==> src/rtl/writeback_stage.sv <==
// M->W pipeline register and register-file writeback datapath of the five-stage MIPS core.
// Also flags bubbles (ValidW) and counts retired instructions for debug/CPI.
module writeback_stage #(
  parameter int CNT_W = 32
) (
  input  logic             clk,
  input  logic             rst_n,
  input  logic             en,
  input  logic             flush,
  input  logic             ValidM,
  input  logic [31:0]      InstrM,
  input  logic [31:0]      PC8M,
  input  logic [31:0]      ALUOutM,
  input  logic [31:0]      ReadDataM,
  output logic [5:0]       OpW,
  input  logic             RegWriteW,
  input  logic [1:0]       RegDstW,
  input  logic [1:0]       MemtoRegW,
  output logic [31:0]      InstrW,
  output logic             ValidW,
  output logic             WE,
  output logic [4:0]       A3,
  output logic [31:0]      WD,
  output logic [CNT_W-1:0] RetireCount
);

  logic             valid_q,     valid_d;
  logic [31:0]      instr_q,     instr_d;
  logic [31:0]      pc8_q,       pc8_d;
  logic [31:0]      alu_out_q,   alu_out_d;
  logic [31:0]      read_data_q, read_data_d;
  logic [CNT_W-1:0] retire_cnt_q, retire_cnt_d;
  logic             retire;

  // Flush beats stall: a squashed slot becomes the all-zero sll bubble.
  always_comb begin
    valid_d     = valid_q;
    instr_d     = instr_q;
    pc8_d       = pc8_q;
    alu_out_d   = alu_out_q;
    read_data_d = read_data_q;
    if (flush) begin
      valid_d     = 1'b0;
      instr_d     = 32'h0;
      pc8_d       = 32'h0;
      alu_out_d   = 32'h0;
      read_data_d = 32'h0;
    end else if (en) begin
      valid_d     = ValidM;
      instr_d     = InstrM;
      pc8_d       = PC8M;
      alu_out_d   = ALUOutM;
      read_data_d = ReadDataM;
    end
  end

  // An instruction retires only when it actually leaves W, so stalls never double-count.
  assign retire = valid_q & en & ~flush;

  always_comb begin
    retire_cnt_d = retire_cnt_q;
    if (retire) retire_cnt_d = retire_cnt_q + {{(CNT_W-1){1'b0}}, 1'b1};
  end

  always_ff @(posedge clk or negedge rst_n) begin
    if (!rst_n) begin
      valid_q      <= 1'b0;
      instr_q      <= 32'h0;
      pc8_q        <= 32'h0;
      alu_out_q    <= 32'h0;
      read_data_q  <= 32'h0;
      retire_cnt_q <= '0;
    end else begin
      valid_q      <= valid_d;
      instr_q      <= instr_d;
      pc8_q        <= pc8_d;
      alu_out_q    <= alu_out_d;
      read_data_q  <= read_data_d;
      retire_cnt_q <= retire_cnt_d;
    end
  end

  always_comb begin
    A3 = 5'd0;
    case (RegDstW)
      2'd0:    A3 = instr_q[20:16];
      2'd1:    A3 = instr_q[15:11];
      2'd2:    A3 = 5'd31;
      default: A3 = 5'd0;
    endcase
  end

  always_comb begin
    WD = 32'h0;
    case (MemtoRegW)
      2'd0:    WD = alu_out_q;
      2'd1:    WD = read_data_q;
      2'd2:    WD = {instr_q[15:0], 16'h0};
      default: WD = pc8_q;
    endcase
  end

  // RegWriteW gates first so undriven mux selects on non-writing instructions never reach WE.
  assign WE          = valid_q & RegWriteW & (A3 != 5'd0);
  assign OpW         = instr_q[31:26];
  assign InstrW      = instr_q;
  assign ValidW      = valid_q;
  assign RetireCount = retire_cnt_q;

endmodule

==> config.mk <==
export PLATFORM = sky130hd
export DESIGN_NAME = writeback_stage
export DESIGN_NICKNAME = d
export VERILOG_FILES = /design/src/rtl/writeback_stage.sv
export SDC_FILE = /design/constraint.sdc
export NUM_CORES = 1
export LEC_CHECK = 0
export ABC_AREA = 1
export CAP_MARGIN = 5
export CORE_ASPECT_RATIO = 0.5
export CORE_MARGIN = 2
export CORE_UTILIZATION = 42
export CTS_CLUSTER_SIZE = 16
export DETAILED_ROUTE_END_ITERATION = 7
export HOLD_SLACK_MARGIN = 0.08
export PLACE_DENSITY = 0.83
export SLEW_MARGIN = 20
export SYNTH_ARGS = -nofsm -noshare
export SYNTH_HDL_FRONTEND = slang
export SYNTH_SLANG_ARGS = --single-unit
==> constraint.sdc <==
create_clock -name clk -period 1.8 [get_ports clk]
set_input_delay 0.18 -clock clk [delete_from_list [all_inputs] [get_ports clk]]
set_output_delay 0.18 -clock clk [all_outputs]
set_load 0.03 [all_outputs]
==> results.py, run 1 <==
metrics = {
    "clock_network": {
        "clkLatencyLatePin_ns": 0.42,
        "cts_root_buf": "clkbuf_16",
        "cts_tree": "yes",
        "clock-sinks": 161,
        "cts-htree-levels": 4,
        "numCtsBuffers": 17,
        "cts.clk_slew.worst_paths_ns": 0.07,
        "cts_buffer_depth": 2,
    },
    "power": {
        "max-vdd-ir-drop_uv": 711.3,
        "cellPowerDensity_mw_per_mm2": 827.3,
        "p_leak_nw": 4.974,
    },
    "sta": {
        "relSlewSlack": 0.4791,
        "worstMarginPinSlew_ns": 0.7814,
        "setup_violations": 0,
        "whs_ns": 0.1055,
        "setup_slack_ns": 0.02762,
        "hold_viol": 0,
        "max_freq_mhz": 564.2,
        "skew_ns": 0.008002,
        "post-route-min-period_ns": 1.772,
        "final.period_utilization": 0.9847,
        "slew_violations": 0,
        "rsz0062_at_grt": "true",
    },
    "detailed_routing": {
        "wl_per_cell_um": 16.59,
        "firstDrtPassIters": 8,
        "wl_um": 23220,
        "drtIter0Drc": 490,
        "routed-via-count": 7436,
        "detail-route-antenna-nets": 0,
        "drc": 1,
        "viasPerCell": 5.311,
    },
    "die": {
        "boundaryPins": 247,
        "core_area_mm2": 0.01765,
        "row_count": 34,
        "die-height_um": 99.82,
        "dieArea_mm2": 0.01953,
        "initial_core_util": 0.4369,
        "dieWidth_um": 195.6,
    },
    "final_layout": {
        "area_growth_syn_to_layout_pct": 43.90,
        "finalInstanceArea_mm2": 0.01110,
        "final_core_util": 0.6286,
        "layout-drive-gt1-share": 0.1123,
        "multi_input_area_mm2": 0.002805,
        "ff_latch_area_mm2": 0.004029,
        "fillers": 1485,
        "nets": 1292,
        "num_antenna_cells": 0,
        "instances_no_fill": 1400,
    },
    "placement": {
        "place_ws_ns": -0.4701,
        "io_buffer_count": 246,
        "dp.cells": 1364,
        "place_congestion": 0.9353,
        "place_area_mm2": 0.01041,
        "dpl.hpwl_um": 16490,
    },
    "status": {
        "status": "complete, but fails checks",
        "violations": "DRC",
    },
    "job": {
        "maxCapViolations": 0,
    },
    "synthesis": {
        "synth_edf_count": 0,
        "ys_types": 31,
        "seq_area_frac_synth": 0.5224,
        "synth-async-reset-ratio": 1.000,
        "synth_top_area_cell": "dfrtp_1",
        "synth_cells": 917,
        "synth.top_cell.area_share": 0.5224,
        "ys_top_cells_by_area": "dfrtp_1 52%, o21ai_0 10%, nand3_1 9.9%",
        "synth_seq_cells": 161,
        "synth_flop_cell": "dfrtp_1",
        "synth_nets": 1056,
        "synth_common_cells": "167 x inv_1, 161 x dfrtp_1, 157 x o21ai_0",
        "yosysWarnings": 0,
        "yosysMostFrequentCell": "inv_1",
        "syn_area_mm2": 0.007712,
        "syn_area_per_cell_um2": 8.410,
    },
    "setup_path": {
        "crit_type": "primary input to output port",
        "r2r.worst_path.cells": 8,
        "start_kind": "primary input",
        "reg2reg_from": "RetireCount[1]$_DFFE_PN0P_",
        "cp_max_fo": 5,
        "rr_endpoint": "RetireCount[26]$_DFFE_PN0P_",
        "critical_path.endpoint": "WE",
        "arrival_ns": 1.59,
        "crit_path_start": "RegDstW[0]",
        "reg2reg_slack_ns": 0.19,
        "required_ns": 1.62,
        "cp-end-kind": "output port",
    },
    "global_route": {
        "grt_pass1_vias": 7542,
        "grt_first_pass_wirelength_um": 37360,
        "grt_max_degree": 98,
        "grt_antenna_before_repair": 0,
        "overflow": 0,
        "gr-usage-all-layers": 0.2400,
    },
    "worst_hold_path": {
        "hold_class": "primary input to register",
    },
}
==> critical path, cell delays in order <==
cell             delay, ns
clkdlybuf4s50_1       0.41
or2_2                 0.34
o21ai_1               0.21
nand3_1               0.12
nor2_1                0.11
nor2_1                0.04
buf_2                 0.17
==> registers in the layout (all words and copies together), names as in the netlist <==
signal,count
read_data_q,32
RetireCount,32
InstrW,32
alu_out_q,32
pc8_q,32
ValidW,1
==> through the flow <==
stage,power (mW),TNS (ns)
after floorplan,4.779,0
after global placement,5.618,-1.335
after detailed placement,5.660,-2.708
after CTS,9.225,0
after global routing,9.542,-0.05327
final,9.182,0
==> cells in the final DEF, fill, tap and decap left out, drive strengths merged <==
| cell | count |
|---|---|
| o21ai | 157 |
| dfrtp | 161 |
| nor2 | 35 |
| xnor2 | 11 |
| inv | 178 |
| dlymetal6s2s | 8 |
| nand3b | 3 |
| buf | 64 |
| nand3 | 156 |
| clkdlybuf4s50 | 195 |
| or2 | 2 |
| dlygate4sd2 | 3 |
| ha | 1 |
| clkdlybuf4s15 | 1 |
| nand2 | 92 |
| o221ai | 16 |
| nor3 | 8 |
| clkbuf | 22 |
| nand4 | 7 |
| o22ai | 15 |
| xor2 | 9 |
| a21oi | 16 |
| clkinv | 5 |
| dlygate4sd3 | 1 |
==> cell families after synthesis <==
logic type / share of synthesized area
AOI/OAI and AO/OA: 0.1426
xor gates and xnor gates: 0.02271
adders and majority gates: 0.001622
buffers and inverters: 0.1163
DFF: 0.5224
and+or+nand+nor: 0.1944
==> how the worst min path moves through the flow <==
stage	from	end	slack (ns)	cells past startpoint
after floorplan	rst_n	InstrW[0]$_DFFE_PN0P_	-0.12	0
after global placement	rst_n	InstrW[16]$_DFFE_PN0P_	0.13	1
after detailed placement	rst_n	InstrW[12]$_DFFE_PN0P_	0.14	1
after CTS	en	InstrW[10]$_DFFE_PN0P_	0.10	3
after global routing	en	InstrW[9]$_DFFE_PN0P_	0.14	3
final	en	InstrW[10]$_DFFE_PN0P_	0.11	3
==> routing by layer <==
layer  up-vias  global-route usage  part of all wire
met2       295              0.4223              0.51
met4         0              0.1192             0.038
met5         -                   0                 0
li1       3478                   -                 -
met3        67             0.03696             0.055
met1      3596              0.2932              0.40
==> timing repair <==
| action | 4_1_cts | 5_1_grt |
|---|---|---|
| cloned | 0 | 2 |
| pin swaps | 0 | 1 |
| resized for setup | 32 | 28 |
| endpoints found under the setup margin | 23 | 26 |
| setup buffers | 0 | 1 |
| hold buffers | 1 | 0 |
| endpoints found under the hold margin | 139 | 0 |
==> report_power, final <==
part	switching, mW	internal [mW]	total [mW]	leakage (nW)
combinational	0.939	0.724	1.66	2.54
clock	1.68	1.88	3.57	0.287
sequential	0.136	3.82	3.95	2.15
total	2.76	6.43	9.18	4.97
==> layout make-up <==
type | count | share of cell area
clock buffer | 18 | 0.03957
clock inverter | 14 | 0.01251
inverter | 169 | 0.05772
multi-input combinational | 528 | 0.2528
sequential | 161 | 0.3630
tap | 234 | 0.02638
timing repair buffer | 276 | 0.2480
Power figures use the tool's default switching activity.
==> inputs of run 2 (changes only) <==
ABC_CLOCK_PERIOD_IN_PS = 1800   (was not set)
GPL_ROUTABILITY_DRIVEN = 0   (was not set)
SKIP_CTS_REPAIR_TIMING = 1   (was not set)
==> run 2 against run 1 <==
  * The run now ends clean
  * Sequential power is essentially flat
  * Highest routed layer unchanged
  * Clock-buffer cell count is the same
  * Wire length shrank 0.63%
==> results.py, run 2 (synthesis gave the netlist of run 1 again) <==
metrics = {
    "status": {
        "status": "finished clean",
    },
    "global_route": {
        "grt_pass1_vias": 7516,
        "gr-usage-all-layers": 0.2389,
        "overflow": 0,
        "grt_max_degree": 98,
        "grt_first_pass_wirelength_um": 37230,
        "grt_antenna_before_repair": 0,
    },
    "die": {
        "row_count": 34,
        "boundaryPins": 247,
        "die-height_um": 99.82,
        "dieWidth_um": 195.6,
        "core_area_mm2": 0.01765,
        "initial_core_util": 0.4369,
        "dieArea_mm2": 0.01953,
    },
    "detailed_routing": {
        "firstDrtPassIters": 7,
        "wl_met2_um": 11630,
        "routed-via-count": 7387,
        "drc": 0,
        "detail-route-antenna-nets": 0,
        "viasPerCell": 5.284,
        "wl_um": 23070,
        "drtIter0Drc": 411,
        "wl_met1_um": 9550,
        "top_layer_used": "met4",
        "met3WireLength_um": 993,
        "wl_per_cell_um": 16.50,
    },
    "final_layout": {
        "area_growth_syn_to_layout_pct": 43.70,
        "num_antenna_cells": 0,
        "finalInstanceArea_mm2": 0.01108,
        "nets": 1290,
        "ff_latch_area_mm2": 0.004029,
        "fillers": 1492,
        "final_cell_mix": "196 x clkdlybuf4s50_1, 163 x inv_1, 161 x dfrtp_1",
        "instances_no_fill": 1398,
        "layout_commonest_cell": "clkdlybuf4s50_1",
        "layout-drive-gt1-share": 0.1108,
        "multi_input_area_mm2": 0.002825,
    },
    "setup_path": {
        "start_kind": "primary input",
        "rr_endpoint": "RetireCount[26]$_DFFE_PN0P_",
        "reg2reg_from": "RetireCount[1]$_DFFE_PN0P_",
        "required_ns": 1.62,
        "arrival_ns": 1.62,
        "reg2reg_slack_ns": 0.18,
        "cp-end-kind": "output port",
        "crit_type": "primary input to output port",
        "r2r.worst_path.cells": 8,
        "cp_max_fo": 5,
    },
    "worst_hold_path": {
        "hold_depth": 3,
        "hold_class": "primary input to register",
        "holdPathEnd": "InstrW[10]$_DFFE_PN0P_",
        "holdCritStartpoint": "en",
    },
    "power": {
        "combPwrFrac": 0.181,
        "switching_share": 0.3004,
        "clock_power_share": 0.389,
        "p_leak_nw": 5.009,
        "cellPowerDensity_mw_per_mm2": 828.1,
        "max-vdd-ir-drop_uv": 696.2,
        "seqPwrFrac": 0.430,
        "power_mw": 9.178,
        "p_int_mw": 6.421,
        "switchingPower_mw": 2.757,
    },
    "sta": {
        "finalSetupTns_ns": 0,
        "final.period_utilization": 0.9990,
        "rsz0062_at_grt": "true",
        "relSlewSlack": 0.4786,
        "hold_viol": 0,
        "setup_violations": 0,
        "max_freq_mhz": 556.1,
        "worstMarginPinSlew_ns": 0.7822,
        "slew_violations": 0,
        "post-route-min-period_ns": 1.798,
        "skew_ns": 0.006767,
        "setup_slack_ns": 0.001849,
    },
    "placement": {
        "dpl.hpwl_um": 16490,
        "place_area_mm2": 0.01041,
        "place_ws_ns": -0.4701,
        "dp.cells": 1364,
        "io_buffer_count": 246,
    },
    "clock_network": {
        "numCtsBuffers": 17,
        "clock-sinks": 161,
        "cts_tree": "yes",
        "clkLatencyLatePin_ns": 0.42,
        "cts_root_buf": "clkbuf_16",
        "cts.clk_slew.worst_paths_ns": 0.07,
        "cts_buffer_depth": 2,
        "cts-htree-levels": 4,
    },
    "job": {
        "maxCapViolations": 0,
    },
}
-- run 2: changes by cell type in the layout (fill, tap and decap cells not counted), moves of 3 or more --
cell / previous run / this run
o22ai_2: 1 / 5
o22ai_1: 14 / 10
dlygate4sd2_1: 3 / 0
dlymetal6s2s_1: 8 / 13
-- run 2: stage by stage --
stage,hold WS [ns],utilization
global placement,0.1274,0.5898
global route,0.1428,0.6278
detailed placement,0.1387,0.5898
floorplan,-0.1156,-
finish,0.1071,0.6278
CTS,-0.3165,0.6225
-- run 2: worst max-delay path, stage by stage --
cell             delay, ns
clkdlybuf4s50_1       0.42
or2_2                 0.35
o21ai_1               0.22
nand3_1               0.12
nor2_1                0.12
nor2_1                0.04
buf_2                 0.17
-- run 2: power groups by stage --
stage	clock network [mW]	registers [mW]	logic (mW)
6_report	3.57	3.95	1.66
3_3_place_gp	0	4.00	1.61
5_1_grt	3.77	3.98	1.78
3_5_place_dp	0	4.02	1.64
2_1_floorplan	0	4.15	0.632
4_1_cts	3.62	3.95	1.65
-- run 2: cell type report --
class,count,area share
tap,234,0.02642
clock inverter,14,0.01253
clock buffer,18,0.03963
sequential,161,0.3635
timing repair buffer,274,0.2457
multi-input combinational,528,0.2549
inverter,169,0.05735
-- run 2: routing by layer --
layer,vias to the layer above,track usage
li1,3466,-
met1,3597,0.2921
met2,254,0.4198
met3,70,0.03696
met4,0,0.1192
met5,-,0
-- run 2: worst max-delay path by stage --
stage                                          start                          end  slack, ns  cells after the start
after global placement                    RegDstW[0]                           WE      -0.36                      7
after CTS                     InstrW[14]$_DFFE_PN0P_                           WE      -0.52                      7
final                                     RegDstW[0]                           WE      0.002                      7
after detailed placement                  RegDstW[0]                           WE      -0.47                      7
after global routing                      RegDstW[0]                           WE      -0.06                      7
after floorplan           RetireCount[1]$_DFFE_PN0P_  RetireCount[26]$_DFFE_PN0P_       0.17                      8
